===== src/rtl/cc_banks_req_ctrl_pkg.sv =====
// Shared constants and types for the cc_banks request front-end.
package cc_banks_req_ctrl_pkg;

  localparam int CC_BANK_ADDR_W = 13;
  localparam int CC_BANK_DATA_W = 64;
  localparam int CC_RSP_DEPTH   = 3;

  // SoC macro control bundle for single-port SRAM instances.
  typedef struct packed {
    logic [1:0] rtsel;
    logic [1:0] wtsel;
    logic       ls;
    logic       ds;
    logic       sd;
  } mem_ctrl_sasrl_1p_t;

  function automatic int unsigned cnt_width(input int unsigned depth);
    return $clog2(depth + 1);
  endfunction

endpackage


===== src/rtl/cc_banks_req_ctrl_if.sv =====
// Request/response stream bundle between a client and cc_banks_req_ctrl.
interface cc_banks_req_ctrl_if #(
  parameter int ADDR_W = 13,
  parameter int DATA_W = 64
);
  logic              req_valid;
  logic              req_ready;
  logic [ADDR_W-1:0] req_addr;
  logic              req_wmode;
  logic [DATA_W-1:0] req_wdata;
  logic              rsp_valid;
  logic              rsp_ready;
  logic [DATA_W-1:0] rsp_rdata;

  modport master (
    output req_valid, req_addr, req_wmode, req_wdata, rsp_ready,
    input  req_ready, rsp_valid, rsp_rdata
  );

  modport slave (
    input  req_valid, req_addr, req_wmode, req_wdata, rsp_ready,
    output req_ready, rsp_valid, rsp_rdata
  );
endinterface


===== src/rtl/cc_banks_rsp_fifo.sv =====
// Small circular response FIFO; the head entry is presented combinationally.
module cc_banks_rsp_fifo #(
  parameter int DEPTH = 3,
  parameter int WIDTH = 64,
  localparam int PTR_W = (DEPTH > 1) ? $clog2(DEPTH) : 1,
  localparam int CNT_W = $clog2(DEPTH + 1)
) (
  input  logic             clock,
  input  logic             reset,
  input  logic             push,
  input  logic [WIDTH-1:0] push_data,
  input  logic             pop,
  output logic [WIDTH-1:0] rd_data,
  output logic [CNT_W-1:0] count
);

  localparam logic [PTR_W-1:0] LAST_PTR = PTR_W'(DEPTH - 1);
  localparam logic [CNT_W-1:0] FULL_CNT = CNT_W'(DEPTH);

  logic [WIDTH-1:0] mem_q [DEPTH];
  logic [PTR_W-1:0] wr_ptr;
  logic [PTR_W-1:0] rd_ptr;
  logic [CNT_W-1:0] count_q;

  function automatic logic [PTR_W-1:0] next_ptr(input logic [PTR_W-1:0] p);
    return (p == LAST_PTR) ? '0 : p + 1'b1;
  endfunction

  always_ff @(posedge clock or posedge reset) begin
    if (reset) begin
      wr_ptr  <= '0;
      rd_ptr  <= '0;
      count_q <= '0;
      for (int i = 0; i < DEPTH; i++) mem_q[i] <= '0;
    end else begin
      if (push) begin
        mem_q[wr_ptr] <= push_data;
        wr_ptr        <= next_ptr(wr_ptr);
      end
      if (pop) rd_ptr <= next_ptr(rd_ptr);
      unique case ({push, pop})
        2'b10:   count_q <= count_q + 1'b1;
        2'b01:   count_q <= count_q - 1'b1;
        default: count_q <= count_q;
      endcase
    end
  end

  assign rd_data = mem_q[rd_ptr];
  assign count   = count_q;

  // The upstream credit check makes both of these unreachable.
  overflow_chk:  assert property (@(posedge clock) disable iff (reset) !(push && (count_q == FULL_CNT)));
  underflow_chk: assert property (@(posedge clock) disable iff (reset) !(pop && (count_q == '0)));

endmodule


===== src/rtl/cc_banks_req_ctrl.sv =====
// Valid/ready front-end for the cc_banks_0_ext single-port bank with
// credit-throttled reads and a response FIFO for 1-cycle-latency read data.
module cc_banks_req_ctrl
  import cc_banks_req_ctrl_pkg::*;
#(
  parameter int ADDR_W    = CC_BANK_ADDR_W,
  parameter int DATA_W    = CC_BANK_DATA_W,
  parameter int RSP_DEPTH = CC_RSP_DEPTH
) (
  input  logic               clock,
  input  logic               reset,
  cc_banks_req_ctrl_if.slave bus,
  output logic [ADDR_W-1:0]  RW0_addr,
  output logic               RW0_en,
  output logic               RW0_wmode,
  output logic [DATA_W-1:0]  RW0_wdata,
  input  logic [DATA_W-1:0]  RW0_rdata,
  input  mem_ctrl_sasrl_1p_t mem_ctrl_sasrl_i,
  output mem_ctrl_sasrl_1p_t mem_ctrl_sasrl_o,
  output logic               busy
);

  localparam int CNT_W = $clog2(RSP_DEPTH + 1);

  logic             rd_pending;
  logic [CNT_W-1:0] count;
  logic [CNT_W:0]   outstanding;
  logic             accept;
  logic             rd_accept;
  logic             pop;

  // Credits come from registers only, so ready never depends on this cycle's inputs.
  assign outstanding   = {1'b0, count} + (CNT_W + 1)'(rd_pending);
  assign bus.req_ready = (outstanding < (CNT_W + 1)'(RSP_DEPTH));

  assign accept    = bus.req_valid && bus.req_ready;
  assign rd_accept = accept && !bus.req_wmode;

  assign RW0_en    = accept;
  assign RW0_wmode = accept && bus.req_wmode;
  assign RW0_addr  = bus.req_addr;
  assign RW0_wdata = bus.req_wdata;

  assign mem_ctrl_sasrl_o = mem_ctrl_sasrl_i;

  // rd_pending marks the cycle in which the bank presents read data.
  always_ff @(posedge clock or posedge reset) begin
    if (reset) rd_pending <= 1'b0;
    else       rd_pending <= rd_accept;
  end

  assign bus.rsp_valid = (count != '0);
  assign pop           = bus.rsp_valid && bus.rsp_ready;

  cc_banks_rsp_fifo #(
    .DEPTH (RSP_DEPTH),
    .WIDTH (DATA_W)
  ) u_rsp_fifo (
    .clock     (clock),
    .reset     (reset),
    .push      (rd_pending),
    .push_data (RW0_rdata),
    .pop       (pop),
    .rd_data   (bus.rsp_rdata),
    .count     (count)
  );

  assign busy = rd_pending || (count != '0);

endmodule

===== src/flat_wrapper.sv =====
// flat-port wrapper written by rule: the top's interface ports become plain ports
module cc_banks_req_ctrl_flat import cc_banks_req_ctrl_pkg::*;
#(
  parameter int ADDR_W    = CC_BANK_ADDR_W,
  parameter int DATA_W    = CC_BANK_DATA_W,
  parameter int RSP_DEPTH = CC_RSP_DEPTH
)
  (clock, reset, RW0_addr, RW0_en, RW0_wmode, RW0_wdata, RW0_rdata, mem_ctrl_sasrl_i, mem_ctrl_sasrl_o, busy, bus_req_valid, bus_req_addr, bus_req_wmode, bus_req_wdata, bus_rsp_ready, bus_req_ready, bus_rsp_valid, bus_rsp_rdata);
  cc_banks_req_ctrl_if #(.ADDR_W(ADDR_W), .DATA_W(DATA_W)) bus_i ();
  input  logic clock;
  input  logic reset;
  output logic [ADDR_W-1:0] RW0_addr;
  output logic RW0_en;
  output logic RW0_wmode;
  output logic [DATA_W-1:0] RW0_wdata;
  input  logic [DATA_W-1:0] RW0_rdata;
  input  mem_ctrl_sasrl_1p_t mem_ctrl_sasrl_i;
  output mem_ctrl_sasrl_1p_t mem_ctrl_sasrl_o;
  output logic busy;
  input wire logic [$bits(bus_i.req_valid)-1:0] bus_req_valid;
  input wire logic [$bits(bus_i.req_addr)-1:0] bus_req_addr;
  input wire logic [$bits(bus_i.req_wmode)-1:0] bus_req_wmode;
  input wire logic [$bits(bus_i.req_wdata)-1:0] bus_req_wdata;
  input wire logic [$bits(bus_i.rsp_ready)-1:0] bus_rsp_ready;
  output wire logic [$bits(bus_i.req_ready)-1:0] bus_req_ready;
  output wire logic [$bits(bus_i.rsp_valid)-1:0] bus_rsp_valid;
  output wire logic [$bits(bus_i.rsp_rdata)-1:0] bus_rsp_rdata;
  assign bus_i.req_valid = bus_req_valid;
  assign bus_i.req_addr = bus_req_addr;
  assign bus_i.req_wmode = bus_req_wmode;
  assign bus_i.req_wdata = bus_req_wdata;
  assign bus_i.rsp_ready = bus_rsp_ready;
  assign bus_req_ready = bus_i.req_ready;
  assign bus_rsp_valid = bus_i.rsp_valid;
  assign bus_rsp_rdata = bus_i.rsp_rdata;
  cc_banks_req_ctrl #(.ADDR_W(ADDR_W), .DATA_W(DATA_W), .RSP_DEPTH(RSP_DEPTH)) u_core (.clock(clock), .reset(reset), .bus(bus_i), .RW0_addr(RW0_addr), .RW0_en(RW0_en), .RW0_wmode(RW0_wmode), .RW0_wdata(RW0_wdata), .RW0_rdata(RW0_rdata), .mem_ctrl_sasrl_i(mem_ctrl_sasrl_i), .mem_ctrl_sasrl_o(mem_ctrl_sasrl_o), .busy(busy));
endmodule

===== config.mk =====
export PLATFORM = sky130hd
export DESIGN_NAME = cc_banks_req_ctrl_flat
export DESIGN_NICKNAME = d
export VERILOG_FILES = /design/src/rtl/cc_banks_req_ctrl_pkg.sv /design/src/rtl/cc_banks_req_ctrl_if.sv /design/src/rtl/cc_banks_rsp_fifo.sv /design/src/rtl/cc_banks_req_ctrl.sv /design/src/flat_wrapper.sv
export SDC_FILE = /design/constraint.sdc
export NUM_CORES = 1
export LEC_CHECK = 0
export CORE_ASPECT_RATIO = 0.6
export CORE_MARGIN = 4
export CORE_UTILIZATION = 43
export DETAILED_ROUTE_END_ITERATION = 10
export GPL_TIMING_DRIVEN = 0
export PLACE_DENSITY = 0.81
export SETUP_SLACK_MARGIN = 0.05
export SLEW_MARGIN = 5
export SYNTH_ARGS = -nofsm -noshare
export SYNTH_HDL_FRONTEND = slang
export SYNTH_SLANG_ARGS = --single-unit

===== constraint.sdc =====
create_clock -name clock -period 6.8 [get_ports clock]
set_input_delay 1.36 -clock clock [delete_from_list [all_inputs] [get_ports clock]]
set_output_delay 1.36 -clock clock [all_outputs]
set_load 0.01 [all_outputs]

## Word-level counts from Yosys, hierarchy flattened

Index checks and enable logic that the tools add are counted.

| word-level totals | value |
|---|---|
| flip-flop bits (word level) | 199 |
| input port bits | 153 |
| output and inout port bits | 153 |

| cells by class | value |
|---|---|
| add/sub/neg operators | 5 |
| $lt $le $gt $ge | 4 |
| eq/ne operators | 4 |
| mux-type cells | 9 |
| bitwise gates (word level) | 2 |
| reductions and logical operators | 9 |

Operator list:

| operator | number |
|---|---|
| $bwmux 192 | 1 |
| $mux 64 | 3 |
| $bmux 64 s2 | 1 |
| $demux 64 s2 | 1 |
| $add 2x1->2 const B | 3 |
| $eq 2x2->1 const B | 3 |
| $ge 3x3->1 const B | 2 |
| $not 2->3 | 2 |
| $logic_and 1x1->1 | 5 |
| $mux 2 | 2 |
| $pmux 2 s2 | 1 |
| $reduce_bool 2->1 | 2 |
| $add 2x1->3 | 1 |
| $lt 3x1->1 const B | 1 |
| $lt 3x2->1 const B | 1 |
| $eq 2x1->1 const B | 1 |
| $sub 2x1->2 const B | 1 |
| $logic_not 1->1 | 1 |
| $logic_or 1x1->1 | 1 |

## Longest topological paths before layout

Gate-level depths: netlist of the first run.

| depth | value |
|---|---|
| word-level depth | 6 |
| gate-level depth with buffers | 6 |
| gate-level depth less buffers | 6 |

## By module

From an unflattened synthesis of the first run, not the netlist that was laid out.

| second synthesis, totals | value |
|---|---|
| cell total of the unflattened synthesis | 741 |
| area total of the unflattened synthesis | 9740.6 um^2 |

Modules (own cells, without submodules):

| module | instances | cells an instance | area an instance (um^2) |
|---|---|---|---|
| cc_banks_rsp_fifo | 1 | 644 | 8989.9 |
| cc_banks_req_ctrl | 1 | 97 | 750.7 |

## Worst setup path after synthesis of the first run

No wires, ideal clock.

| path | value |
|---|---|
| path kind | input port to output port |
| start point | input port bus_req_valid |
| end point | output port RW0_wmode |
| arrival | 2037 ps |
| data required time | 5440 ps |
| setup slack | 3403 ps |
| stages | 3 |
| buffers on the path | 0 |
| path through | inv_1 > a211oi_1 > and2_1 |

| between the ends | value |
|---|---|
| cells in the longest elaborated chain, start to end | 2 |

RTL lines:

| item | RTL line | source |
|---|---|---|
| start, declared | flat_wrapper.sv:20 | `input wire logic [$bits(bus_i.req_valid)-1:0] bus_req_valid;` |
| $logic_and 1x1->1 | cc_banks_req_ctrl.sv:36 | `assign accept = bus.req_valid && bus.req_ready;` |
| via RW0_en | flat_wrapper.sv:13 | `output logic RW0_en;` |
| $logic_and 1x1->1 | cc_banks_req_ctrl.sv:40 | `assign RW0_wmode = accept && bus.req_wmode;` |
| end, declared | flat_wrapper.sv:14 | `output logic RW0_wmode;` |

The timed path passes the listed nets, and every way through them passes these cells.

## Worst setup path after layout of the first run

| path | value |
|---|---|
| start point | register u_core.u_rsp_fifo.rd_ptr[0] |
| end point | output port bus_rsp_rdata[15] |

| between the ends | value |
|---|---|
| cells in the longest elaborated chain, start to end | 4 |

RTL lines:

| item | RTL line | source |
|---|---|---|
| start, declared | cc_banks_rsp_fifo.sv:22 | `logic [PTR_W-1:0] rd_ptr;` |
| start signal, assigned | cc_banks_rsp_fifo.sv:40 | `if (pop) rd_ptr <= next_ptr(rd_ptr);` |
| $not 2->3 (not written as such) | cc_banks_rsp_fifo.sv:49 | `assign rd_data = mem_q[rd_ptr];` |
| $bmux 64 s2 | cc_banks_rsp_fifo.sv:49 |  |
| $mux 64 (not written as such) (2 in a row) | cc_banks_rsp_fifo.sv:49 |  |
| end, declared | flat_wrapper.sv:27 | `output wire logic [$bits(bus_i.rsp_rdata)-1:0] bus_rsp_rdata;` |

Every way passes these cells. The select of a mux whose other input is x is not followed.

==> qor.yml, run 1 <==
pwr:
  powerDensity_nw_per_um2: 456
  leakage_nw: 5.76
  clkPwrFrac_pct: 17.6
  seqPwrFrac_pct: 35.8
  combinationalPowerShare_pct: 46.5
  p_int_mw: 3.99
  peakVddDrop_v: 0.000244
  swShare_pct: 32.7
  p_switching_mw: 1.94
setup_path:
  crit_chain: "clkbuf_1, nor2b_1, buf_2, buf_2, nand2_1, o21ai_0, clkdlybuf4s50_1"
  crit_path_max_fanout: 10
  worstPathArrival_ns: 2.94
  cpMaxStageDelayCell: "clkdlybuf4s50_1"
  crit_type: "reg -> out"
  startpoint_type: "register"
  crit_path_frequent_cell: "buf_2"
  critPathMaxStageDelay_ns: 0.63
  endpoint_kind: "primary output"
  worstPathRequired_ns: 5.44
placement:
  placed_cell_area_um2: 12400
  dpl.hpwl_mm: 17.9
  dp_slack_ns: 2.57
  dp_cells: 1272
  place.gp.congestion: 0.742
  io_buffers: 221
yosys:
  ys_types: 28
  netlist_instances: 738
  synth_flop_cell: "dfrtp_1"
  synth.avg_cell_area_um2: 13.1
  yosys.area.top_type: "dfrtp_1"
  syn-num-nets: 894
  ys_top_cells_by_area: "dfrtp_1, mux2_2, mux2_4, buf_4, mux2i_1"
  synth_top_area_share_pct: 51.3
  ys_async_sr_fraction_pct: 100
  ys_warn_count: 0
  synth-edff-count: 0
  ys_seq_area_share_pct: 51.3
  syn_area_um2: 9700
  synth_seq_cells: 199
final_layout:
  multiInputGateArea_um2: 3760
  syn_to_final_growth_pct: 34.1
  seqCellArea_um2: 4980
  final_area_um2: 13000
  diodes: 0
  fillers: 1807
  instances_no_fill: 1304
  nNetsFinal: 1139
  drive_above_1_share_pct: 35.2
clock_tree:
  clk_latency_ns: 0.44
  path_clk_slew_ns: 0.07
  cts_made_buffers: 17
  post_cts_resize_count: 0
  cts-root-buf: "clkbuf_16"
  h-tree-depth: 4
  cts_setup_buffers: 0
  cts-hold-fix-buffers: 0
  clock_sinks: 199
  cts_tree: "done"
  cts_buffer_depth: 2
die:
  die_area_um2: 25100
  core-area_um2: 22100
  die_height_um: 124
  num_rows: 42
  initial_utilization_pct: 43.9
  ios: 306
  chipWidth_um: 202
grt:
  grt_pass1_wl_mm: 38.6
  antenna_found_initial: 1
  overflow: 0
  grt_pass1_vias: 6669
  grt_usage_pct: 19.4
  grt_max_degree: 41
sta:
  fin_ws_ns: 2.50
  slew_violations: 0
  finalSetupViolCount: 0
  clock.fmax_ghz: 0.233
  period_share_pct: 63.2
  tightest_slew_ns: 0.954
  fin_skew_ns: 0.00878
  slew_headroom_pct: 36.4
  rsz0062_at_grt: "no"
  tns_ns: 0
  min_period_ns: 4.30
  final_hold_viol_count: 0
routing:
  wl_mm: 24.8
  drc_errors: 0
  drtIter0Drc: 324
  drt.antenna.violating_nets: 0
  drt_pass1_iterations: 5
  wl_per_cell_um: 19.1
  vias_per_cell: 4.91
  vias: 6401
status:
  status: "finished clean"
worst_hold_path:
  hp-class: "reg -> reg"
flow_run:
  maxCapViolCount: 0
==> layout make-up <==
| class | count | area share, % |
|---|---|---|
| clock buffers | 23 | 3.75 |
| multi-input cells | 407 | 28.9 |
| repair buffers | 226 | 17.8 |
| clock inverters | 9 | 0.885 |
| well taps | 308 | 2.96 |
| flip-flops and latches | 199 | 38.3 |
| inverters | 5 | 0.173 |
| plain buffers | 127 | 7.25 |
==> layer usage <==
metal | part of all wire, % | track usage (%) | vias to the layer above
met1 | 49 | 28.8 | 3275
met4 | 0.69 | 3.33 | 2
li1 | - | - | 2962
met5 | 0.052 | 0 | -
met3 | 5.2 | 5.20 | 16
met2 | 45 | 28.9 | 146
==> stage by stage <==
step                      utilization (%)  total power, mW  hold slack (ns)
final                                58.8             5.93            0.507
after global routing                 58.8             6.26            0.518
after CTS                            58.8             5.97            0.509
after detailed placement             56.1             4.90            0.493
after global placement               55.6             4.81            0.486
after floorplan                         -             3.68            0.479
==> registers in the layout (all words and copies together) (netlist names) <==
name                      flops
u_core.u_rsp_fifo.mem_q     192
u_core.u_rsp_fifo.count       2
u_core.u_rsp_fifo.rd_ptr      2
u_core.u_rsp_fifo.wr_ptr      2
u_core.rd_pending             1
==> critical path: cells and delay by family, from the launching register on <==
family	cells	cell delay (ns)
AO/OA/AOI/OAI	1	0.19
buffers and inverters	4	1.60
flip-flops	1	0.42
AND/OR/NAND/NOR	2	0.29
==> synth_stat cells (2+ instances only) <==
| library cell | instances |
|---|---|
| buf_4 | 89 |
| mux2_4 | 60 |
| mux2i_1 | 64 |
| nor2b_1 | 2 |
| inv_1 | 4 |
| buf_2 | 22 |
| nand2_1 | 64 |
| mux2_2 | 133 |
| clkbuf_1 | 9 |
| nor3_1 | 2 |
| ha_1 | 3 |
| xnor2_1 | 2 |
| buf_12 | 6 |
| dfrtp_1 | 199 |
| o21ai_0 | 66 |
==> placed cells by master, fill, tap and decap left out, drive strengths merged <==
cell type | synthesis | routed
or3 | 2 | 2
clkbuf | 9 | 32
xnor2 | 2 | 2
and2 | 1 | 1
buf | 118 | 123
nor2b | 2 | 2
nor2 | 1 | 1
clkinvlp | 0 | 2
a21o | 2 | 2
o21ai | 66 | 66
bufinv | 0 | 2
mux2 | 193 | 193
nor3 | 2 | 2
dfrtp | 199 | 199
nand3 | 1 | 1
xor2 | 1 | 1
a21oi | 1 | 1
inv | 5 | 6
clkdlybuf4s50 | 0 | 221
nand2 | 64 | 64
mux2i | 64 | 64
a211oi | 1 | 1
clkinv | 0 | 4
or2 | 1 | 1
ha | 3 | 3
==> kinds of logic (layout without fill, tap and decap cells) <==
| kind of cell | after synthesis | after routing | synth area share (%) |
|---|---|---|---|
| multiplexers | 257 | 257 | 31.3 |
| flip-flops | 199 | 199 | 51.3 |
| buffers and inverters | 132 | 390 | 9.92 |
| AND/OR/NAND/NOR | 74 | 74 | 3.07 |
| AO/OA/AOI/OAI | 70 | 70 | 3.70 |
| adder cells (fa/ha/maj) | 3 | 3 | 0.387 |
| XOR/XNOR | 3 | 3 | 0.271 |
==> power by group through the flow <==
| stage | sequential, mW | combinational [mW] | clock (mW) |
|---|---|---|---|
| floorplan | 2.03 | 1.65 | 0 |
| detailed placement | 2.12 | 2.78 | 0 |
| global route | 2.19 | 2.96 | 1.11 |
| finish | 2.12 | 2.76 | 1.05 |
| global placement | 2.10 | 2.71 | 0 |
| CTS | 2.11 | 2.79 | 1.07 |
==> path summary, 6_finish.rpt <==
path / start / to / slack (ns) / cells past startpoint
min in group asynchronous: reset / u_core.u_rsp_fifo.mem_q[25]$_DFFE_PP0P_ / 1.21 / 2
worst min register to register: u_core.u_rsp_fifo.mem_q[165]$_DFFE_PP0P_ / u_core.u_rsp_fifo.mem_q[165]$_DFFE_PP0P_ / 0.51 / 1
worst max-delay path: u_core.u_rsp_fifo.rd_ptr[0]$_DFFE_PP0P_ / bus_rsp_rdata[15] / 2.50 / 7
worst min-delay path: u_core.u_rsp_fifo.mem_q[165]$_DFFE_PP0P_ / u_core.u_rsp_fifo.mem_q[165]$_DFFE_PP0P_ / 0.51 / 1
worst max register to register: u_core.u_rsp_fifo.count[0]$_DFFE_PP0P_ / u_core.u_rsp_fifo.count[1]$_DFFE_PP0P_ / 4.91 / 5
max in group asynchronous: reset / u_core.u_rsp_fifo.mem_q[8]$_DFFE_PP0P_ / 4.56 / 5
(Power assumes the default switching activity.)
==> inputs of run 2 (changes only) <==
--- a/config.mk
+++ b/config.mk
@@ -7,10 +7,10 @@
 export LEC_CHECK = 0
 export CORE_ASPECT_RATIO = 0.6
 export CORE_MARGIN = 4
-export CORE_UTILIZATION = 43
+export CORE_UTILIZATION = 47
 export DETAILED_ROUTE_END_ITERATION = 10
 export GPL_TIMING_DRIVEN = 0
-export PLACE_DENSITY = 0.81
+export PLACE_DENSITY = 0.84
 export SETUP_SLACK_MARGIN = 0.05
 export SLEW_MARGIN = 5
 export SYNTH_ARGS = -nofsm -noshare
==> constraint.sdc (replaced) <==
create_clock -name clock -period 4.41 [get_ports clock]
set_input_delay 0.882 -clock clock [delete_from_list [all_inputs] [get_ports clock]]
set_output_delay 0.882 -clock clock [all_outputs]
set_load 0.01 [all_outputs]
==> run 2 against run 1 <==
Clock power grew 51%. Sequential share of layout area is 0.17 points higher. First-iteration DRC count down 7.4%. Combinational power grew 55%. Utilization up 5.6 points. Via count grew 0.23%. Clock-buffer cell count decreased by 5. Clock skew up 0.0021 ns. Worst hold slack worse by 0.0015 ns. Final cell count fell by 2.9%. Die area fell by 8.1%. Critical endpoint unchanged. Largest power group unchanged.
==> qor.yml, run 2 (synthesized netlist as in run 1, its figures left out) <==
die:
  ios: 306  # unchanged
  initial_utilization_pct: 48.2  # +4.4 points
  core-area_um2: 20100  # -9.1%
  num_rows: 40  # -4.8%
  die_height_um: 119  # -4.1%
  chipWidth_um: 193  # -4.2%
  die_area_um2: 23100  # -8.1%
final_layout:
  diodes: 0  # unchanged
  drive_above_1_share_pct: 35.2  # about the same
  fillers: 1536  # -15%
  largest-register: "u_core.u_rsp_fifo.mem_q"
  final_area_um2: 12900  # -0.43%
  layout_commonest_cell: "clkdlybuf4s50_1"
  largest_reg_flops: 192  # unchanged
  final_cell_mix: "clkdlybuf4s50_1, dfrtp_1, mux2_2"
  nNetsFinal: 1139  # unchanged
  syn_to_final_growth_pct: 33.5
  instances_no_fill: 1266  # -2.9%
clock_tree:
  cts_tree: "done"
  path_clk_slew_ns: 0.07  # about the same
  cts_buffer_depth: 2  # unchanged
  cts-root-buf: "clkbuf_16"
  clock_sinks: 199  # unchanged
  clk_latency_ns: 0.43  # about the same
  cts_setup_buffers: 0  # unchanged
  cts_made_buffers: 17  # unchanged
  h-tree-depth: 4  # unchanged
  post_cts_resize_count: 0  # unchanged
  cts-hold-fix-buffers: 0  # unchanged
sta:
  slew_headroom_pct: 43.8  # +7.4 points
  period_share_pct: 88.9
  slew_violations: 0  # unchanged
  clock.fmax_ghz: 0.255
  rsz0062_at_grt: "no"
  finalSetupViolCount: 0  # unchanged
  final_hold_viol_count: 0  # unchanged
  min_period_ns: 3.92
  fin_skew_ns: 0.0109  # +0.00215 ns
  tightest_slew_ns: 0.843  # -0.111 ns
routing:
  drt.antenna.violating_nets: 0  # unchanged
  drt_pass1_iterations: 5  # unchanged
  vias: 6416  # +0.23%
  vias_per_cell: 5.07  # +3.2%
  wl_mm: 24.4  # -1.7%
  drtIter0Drc: 300  # -7.4%
  wl_per_cell_um: 19.3  # +1.2%
  drc_errors: 0  # unchanged
setup_path:
  endpoint_kind: "primary output"
  endpoint: "bus_rsp_rdata[15]"
  reg2reg_depth: 5  # unchanged
  crit_path_max_fanout: 10  # unchanged
  reg2reg_from: "u_core.u_rsp_fifo.count[0]$_DFFE_PP0P_"
  crit_family: "buffers and inverters"
  r2r_end: "u_core.u_rsp_fifo.count[1]$_DFFE_PP0P_"
  cpMaxStageDelayCell: "clkdlybuf4s50_1"
  timing.critical_path.buf_inv: 4  # unchanged
  worstPathArrival_ns: 3.04  # +0.10 ns
  crit_type: "reg -> out"
  crit_chain: "clkbuf_1, nor2b_1, buf_2, buf_2, nand2_1, o21ai_0, clkdlybuf4s50_1"
  crit_path_frequent_cell: "buf_2"
  cp.depth: 7  # unchanged
  critPathMaxStageDelay_ns: 0.64  # about the same
  worstPathRequired_ns: 3.53  # -1.91 ns
  startpoint_type: "register"
  crit_start: "u_core.u_rsp_fifo.rd_ptr[0]$_DFFE_PP0P_"
  rrSetupSlack_ns: 2.54  # -2.37 ns
worst_hold_path:
  hp-class: "reg -> reg"
  holdPathStages: 1  # unchanged
pwr:
  powerDensity_nw_per_um2: 706  # +55%
  p_switching_mw: 2.99  # +54%
  leakage_nw: 5.76  # -0.12%
  clkPwrFrac_pct: 17.4  # -0.2 points
  swShare_pct: 32.7  # about the same
  p_int_mw: 6.15  # +54%
  seqPwrFrac_pct: 35.9  # about the same
  peakVddDrop_v: 0.000500  # +100%
  combinationalPowerShare_pct: 46.7  # +0.2 points
placement:
  dpl.hpwl_mm: 17.7  # -0.78%
  placed_cell_area_um2: 12400  # -0.35%
  dp_cells: 1237  # -2.8%
  io_buffers: 221  # unchanged
  place.gp.congestion: 0.748  # +0.73%
grt:
  grt_pass1_vias: 6897  # +3.4%
  antenna_found_initial: 0  # -1
  grt_max_degree: 38  # -7.3%
  grt_usage_pct: 21.0  # +1.6 points
  overflow: 0  # unchanged
  grt_pass1_wl_mm: 38.7  # +0.43%
flow_run:
  maxCapViolCount: 0  # unchanged
status:
  status: "finished clean"
-- run 2: cell types whose count changed in the layout (fill, tap and decap cells not counted) --
| cell | before | now |
|---|---|---|
| bufinv_16 | 2 | 3 |
| clkbuf_1 | 11 | 9 |
| clkbuf_8 | 4 | 1 |
| clkinv_4 | 2 | 3 |
| inv_6 | 1 | 2 |
| inv_8 | 1 | 0 |
-- run 2: power groups by stage --
stage | Sequential, mW | Clock (mW) | Combinational, mW
4_1_cts | 3.27 | 1.61 | 4.32
3_5_place_dp | 3.27 | 0 | 4.29
6_report | 3.28 | 1.59 | 4.27
5_1_grt | 3.39 | 1.70 | 4.59
3_3_place_gp | 3.23 | 0 | 4.18
2_1_floorplan | 3.13 | 0 | 2.54
-- run 2: routing by layer --
layer  part of all wire (%)  track usage [%]  routed length (µm)  vias to the layer above
met5                      0                0                   0                        -
met4                   0.73             3.63                 178                        0
met3                    5.4             5.34                1320                       18
met2                     47             33.0               11400                      166
met1                     47             30.0               11500                     3277
li1                       -                -                   -                     2955
-- run 2: through the flow --
stage / setup WS [ns] / power (mW) / util, % / setup TNS (ns) / hold slack (ns)
finish: 0.488 / 9.14 / 64.4 / 0 / 0.505
floorplan: 0.954 / 5.67 / - / 0 / 0.479
global placement: -0.638 / 7.41 / 60.9 / -121.33 / 0.486
CTS: 0.474 / 9.20 / 64.4 / 0 / 0.508
detailed placement: 1.00 / 7.57 / 61.4 / 0 / 0.493
global route: 0.290 / 9.68 / 64.4 / 0 / 0.514
-- run 2: how the worst min path moves through the flow --
stage / to / start
2_1_floorplan: u_core.u_rsp_fifo.mem_q[27]$_DFFE_PP0P_ / u_core.u_rsp_fifo.mem_q[27]$_DFFE_PP0P_
3_3_place_gp: u_core.u_rsp_fifo.mem_q[78]$_DFFE_PP0P_ / u_core.u_rsp_fifo.mem_q[78]$_DFFE_PP0P_
3_5_place_dp: u_core.u_rsp_fifo.mem_q[74]$_DFFE_PP0P_ / u_core.u_rsp_fifo.mem_q[74]$_DFFE_PP0P_
4_1_cts: u_core.u_rsp_fifo.mem_q[90]$_DFFE_PP0P_ / u_core.u_rsp_fifo.mem_q[90]$_DFFE_PP0P_
5_1_grt: u_core.u_rsp_fifo.mem_q[70]$_DFFE_PP0P_ / u_core.u_rsp_fifo.mem_q[70]$_DFFE_PP0P_
6_report: u_core.u_rsp_fifo.mem_q[90]$_DFFE_PP0P_ / u_core.u_rsp_fifo.mem_q[90]$_DFFE_PP0P_
-- run 2: area by class of cell --
type	instances	area (µm²)	area share (%)
flip-flops and latches	199	4980	38.5
clock inverters	11	151	1.17
well taps	273	342	2.64
repair buffers	226	2310	17.9
plain buffers	127	943	7.29
multi-input cells	407	3760	29.0
inverters	5	22.5	0.174
clock buffers	18	439	3.39
-- run 2: worst register-to-register path, stage by stage (launching register included) --
cell and delay [ns]:
dfrtp_1 0.46, o21ai_0 0.58, inv_1 0.10, ha_1 0.36, nor2_1 0.15, xor2_1 0.15
==> edit 1, RTL diff (settings of run 1) <==
Reset style: synchronous (`reset`), changed in 2 clocked blocks.
--- a/src/rtl/cc_banks_rsp_fifo.sv
+++ b/src/rtl/cc_banks_rsp_fifo.sv
@@ -26,7 +26,7 @@
     return (p == LAST_PTR) ? '0 : p + 1'b1;
   endfunction
 
-  always_ff @(posedge clock or posedge reset) begin
+  always_ff @(posedge clock) begin
     if (reset) begin
       wr_ptr  <= '0;
       rd_ptr  <= '0;
--- a/src/rtl/cc_banks_req_ctrl.sv
+++ b/src/rtl/cc_banks_req_ctrl.sv
@@ -44,7 +44,7 @@
   assign mem_ctrl_sasrl_o = mem_ctrl_sasrl_i;
 
   // rd_pending marks the cycle in which the bank presents read data.
-  always_ff @(posedge clock or posedge reset) begin
+  always_ff @(posedge clock) begin
     if (reset) rd_pending <= 1'b0;
     else       rd_pending <= rd_accept;
   end
Check against the original RTL: differs if reset is asserted again (counterexample within 4 cycles, from zero or initial values and one cycle with reset high); with reset held inactive, the same outputs for 4 cycles.
==> edit 1 against run 1 <==
Design area grew 17%. Fmax grew 6.5%. Synthesized area grew 20%. Count of clock-buffer cells in the layout grew 5. Highest routed layer unchanged. Setup slack gained 260 ps. Wire length grew 5.6%. Sequential cell count grew 66.
Power is not compared: it rests on default switching activity, and its combinational part moved more than twofold at a synthesized area within 25%.
==> edit 1: results (changes against run 1) <==
status finished, final reports clean; placed insts 1267 (-0.39%); Fill cells 2059 (+14%); Longest Clk Path Bufs 3 (+1); critical path arrival 2670 ps (-270 ps); vias in the first global route 6844 (+2.6%); gr usage total 17.3% (-2.0 points); cell count after synthesis 679 (-8.0%); WL met3 1800 um (+40%); PortBufs 221 (unchanged); Setup Skew 8.19 ps (-0.588 ps); xor/xnor share of the synthesized area 0.151% (-0.12 points); Skew-Pair Late Insertion Delay 520 ps (+80 ps); ANT cells 1 (+1); Inverters 2 (-3); buffering overhead 21.0% (-4.0 points); Unique masters post-synth 31 (+11%); final-layout clock buffer total 28 (+22%); sequential area share after synthesis 67.6% (+16 points); routability cong. 0.708 (-4.6%); Largest stage delay, worst path 540 ps (-90 ps); #FFs+latches synth 265 (+33%); wire length after detailed routing 26200 um (+5.6%); Num CTS Buffers 25 (+8); post-detail-place hpwl 18600 um (+4.1%); adder and majority gate portion of the synthesized area 0.323% (-0.064 points); DP Area 14500 um2 (+17%); largest net degree at the start of global routing 39 (-4.9%); final-stage net count 1090 (-4.3%); ys async rst share 0% (-100 points); top post-synthesis cells by area edfxtp_1, mux4_2, and2_1; Via Count 6387 (-0.22%); multi-input combinational gate total 294 (-28%); post-synthesis mux area share 12.5% (-19 points); Slew HR 45.5% (+9.1 points); Post-synth top flop edfxtp_1; Post-synth EDFFs 256 (+256); # rows 46 (+9.5%); via/cell ratio 4.86 (-0.90%); worst slack, placed 2910 ps (+337 ps); largest delay contributor family on the critical path buffers and inverters; Register Area 7870 um2 (+58%); Non-CTS buffers 346 (-2.0%); layout cell share with drive strength beyond 1 24.9% (-10 points); syn_nets 835 (-6.6%); met1 wire length 11500 um (-5.6%); Largest register FFs 256 (+33%); clock network area share 4.95% (+0.31 points); DR WL met2 12600 um (+13%); Synth top cells by count edfxtp_1, and2_1, buf_4; global-route wire length before repair 39500 um (+2.3%)
## edit 1: where the power goes
part / total, W / switching [W] / internal (W)
Combinational: 0.000546 / 0.000223 / 0.000323
Clock: 0.00131 / 0.000591 / 0.000714
Sequential: 0.00186 / 0.0000184 / 0.00184
Total: 0.00372 / 0.000833 / 0.00288
## edit 1: metal layers
layer | vias up | global-route usage, %
met5 | - | 0
met1 | 3189 | 25.5
met3 | 27 | 3.92
li1 | 2944 | -
met4 | 2 | 2.68
met2 | 225 | 27.4
## edit 1: final timing paths
kind / from / end / slack, ps / cells past startpoint
min reg2reg: u_core.u_rsp_fifo.rd_ptr[1]$_SDFFE_PP0P_ / flop / 490 / 2
max reg2reg: u_core.u_rsp_fifo.wr_ptr[0]$_SDFFE_PP0P_ / u_core.u_rsp_fifo.mem_q[3][11]$_DFFE_PP_ / 4660 / 5
min: u_core.u_rsp_fifo.rd_ptr[1]$_SDFFE_PP0P_ / flop / 490 / 2
max: flop / bus_rsp_rdata[40] / 2770 / 4
==> edit 2, RTL diff (flow settings as in run 1) <==
Made on the original files. Change the package constant `CC_RSP_DEPTH` from 3 to 2.
--- a/src/rtl/cc_banks_req_ctrl_pkg.sv
+++ b/src/rtl/cc_banks_req_ctrl_pkg.sv
@@ -3,7 +3,7 @@
 
   localparam int CC_BANK_ADDR_W = 13;
   localparam int CC_BANK_DATA_W = 64;
-  localparam int CC_RSP_DEPTH   = 3;
+  localparam int CC_RSP_DEPTH   = 2;
 
   // SoC macro control bundle for single-port SRAM instances.
   typedef struct packed {
Behaviour: not the same (a bounded check fails within 4 cycles, from zero or initial values and one cycle with reset high).
==> edit 2 against run 1 <==
Clock skew decreased by 0.58 ps. Sequential power decreased by 33%. First-iteration DRC count decreased by 44%. Synthesized cell count decreased by 39%. Global-route usage increased by 0.20 points. Design area decreased by 24%. Via count decreased by 33%. Setup slack improved by 77 ps. Synthesized area decreased by 31%. Total power decreased by 24%. Worst hold slack got worse by 14 ps. Non-clock buffer count decreased by 26. Sequential cell count decreased by 66. Wire length decreased by 29%.
==> edit 2: results (changes against run 1) <==
xor/xnor share of the synthesized area 0.650% (+0.38 points); layout cell share with drive strength beyond 1 46.8% (+12 points); Final min period 4220 ps (-77.2 ps); top post-synthesis cells by area dfrtp_1, mux2_2, mux2_4; Largest register FFs 128 (-33%); vias in the first global route 4784 (-28%); placed insts 874 (-31%); gr usage total 19.6% (+0.20 points); final-stage net count 844 (-26%); CP endpoint RW0_wmode; Psw 0.00135 W (-30%); adder and majority gate portion of the synthesized area 0.186% (-0.20 points); crit path from bus_req_valid; syn_nets 603 (-33%); Seq pwr share 31.4% (-4.4 points); hold slack final 493 ps (-14.1 ps); initial drt markers 183 (-44%); Fill cells 1147 (-37%); via/cell ratio 4.73 (-3.6%); Pre-antenna DRT Iters 4 (-1); compound-cell area share of the yosys netlist 0.186% (-3.5 points); hold endpoint u_core.u_rsp_fifo.mem_q[61]$_DFFE_PP0P_; largest net degree at the start of global routing 74 (+80%); internal reg-to-reg setup slack 5080 ps (+170 ps); share of total power in the clock network 20.9% (+3.3 points); P_int 0.00318 W (-20%); status finished, final reports clean; largest fanout on the critical path 3 (-7); Skew-Pair Late Insertion Delay 400 ps (-40 ps); hold_sp u_core.u_rsp_fifo.mem_q[61]$_DFFE_PP0P_; global-route wire length before repair 27300 um (-29%); initial antenna violation count 0 (-1); worst slack, placed 2580 ps (+6.72 ps); DP Area 9240 um2 (-26%)
[edit 2: layer usage]
layer	up-vias	GRT usage (%)	part of all wire, %
met5	-	0	0
met3	17	4.91	5.1
met1	2188	26.7	46
met4	0	4.54	1.0
li1	1952	-	-
met2	129	31.5	48
[edit 2: cell type report]
| type | instances | share of cell area, % |
|---|---|---|
| clock inverters | 13 | 1.73 |
| well taps | 203 | 2.58 |
| clock buffers | 19 | 4.50 |
| plain buffers | 105 | 8.98 |
| multi-input cells | 208 | 25.5 |
| repair buffers | 222 | 22.7 |
| inverters | 3 | 0.165 |
| flip-flops and latches | 133 | 33.8 |
[edit 2: critical path, stage by stage]
cell and delay (ps):
clkdlybuf4s50_1 450, inv_1 40, a211oi_1 300, and2_1 180
clkdlybuf4s50_1 530
[edit 2: cells by family (layout without fill, tap and decap cells)]
kind of cell,after synthesis,count (layout)
and+or+nand+nor,8,8
xor gates and xnor gates,5,5
adders and majority gates,1,1
buffers and inverters,108,362
DFF,133,133
AOI/OAI and AO/OA,2,2
muxes,192,192
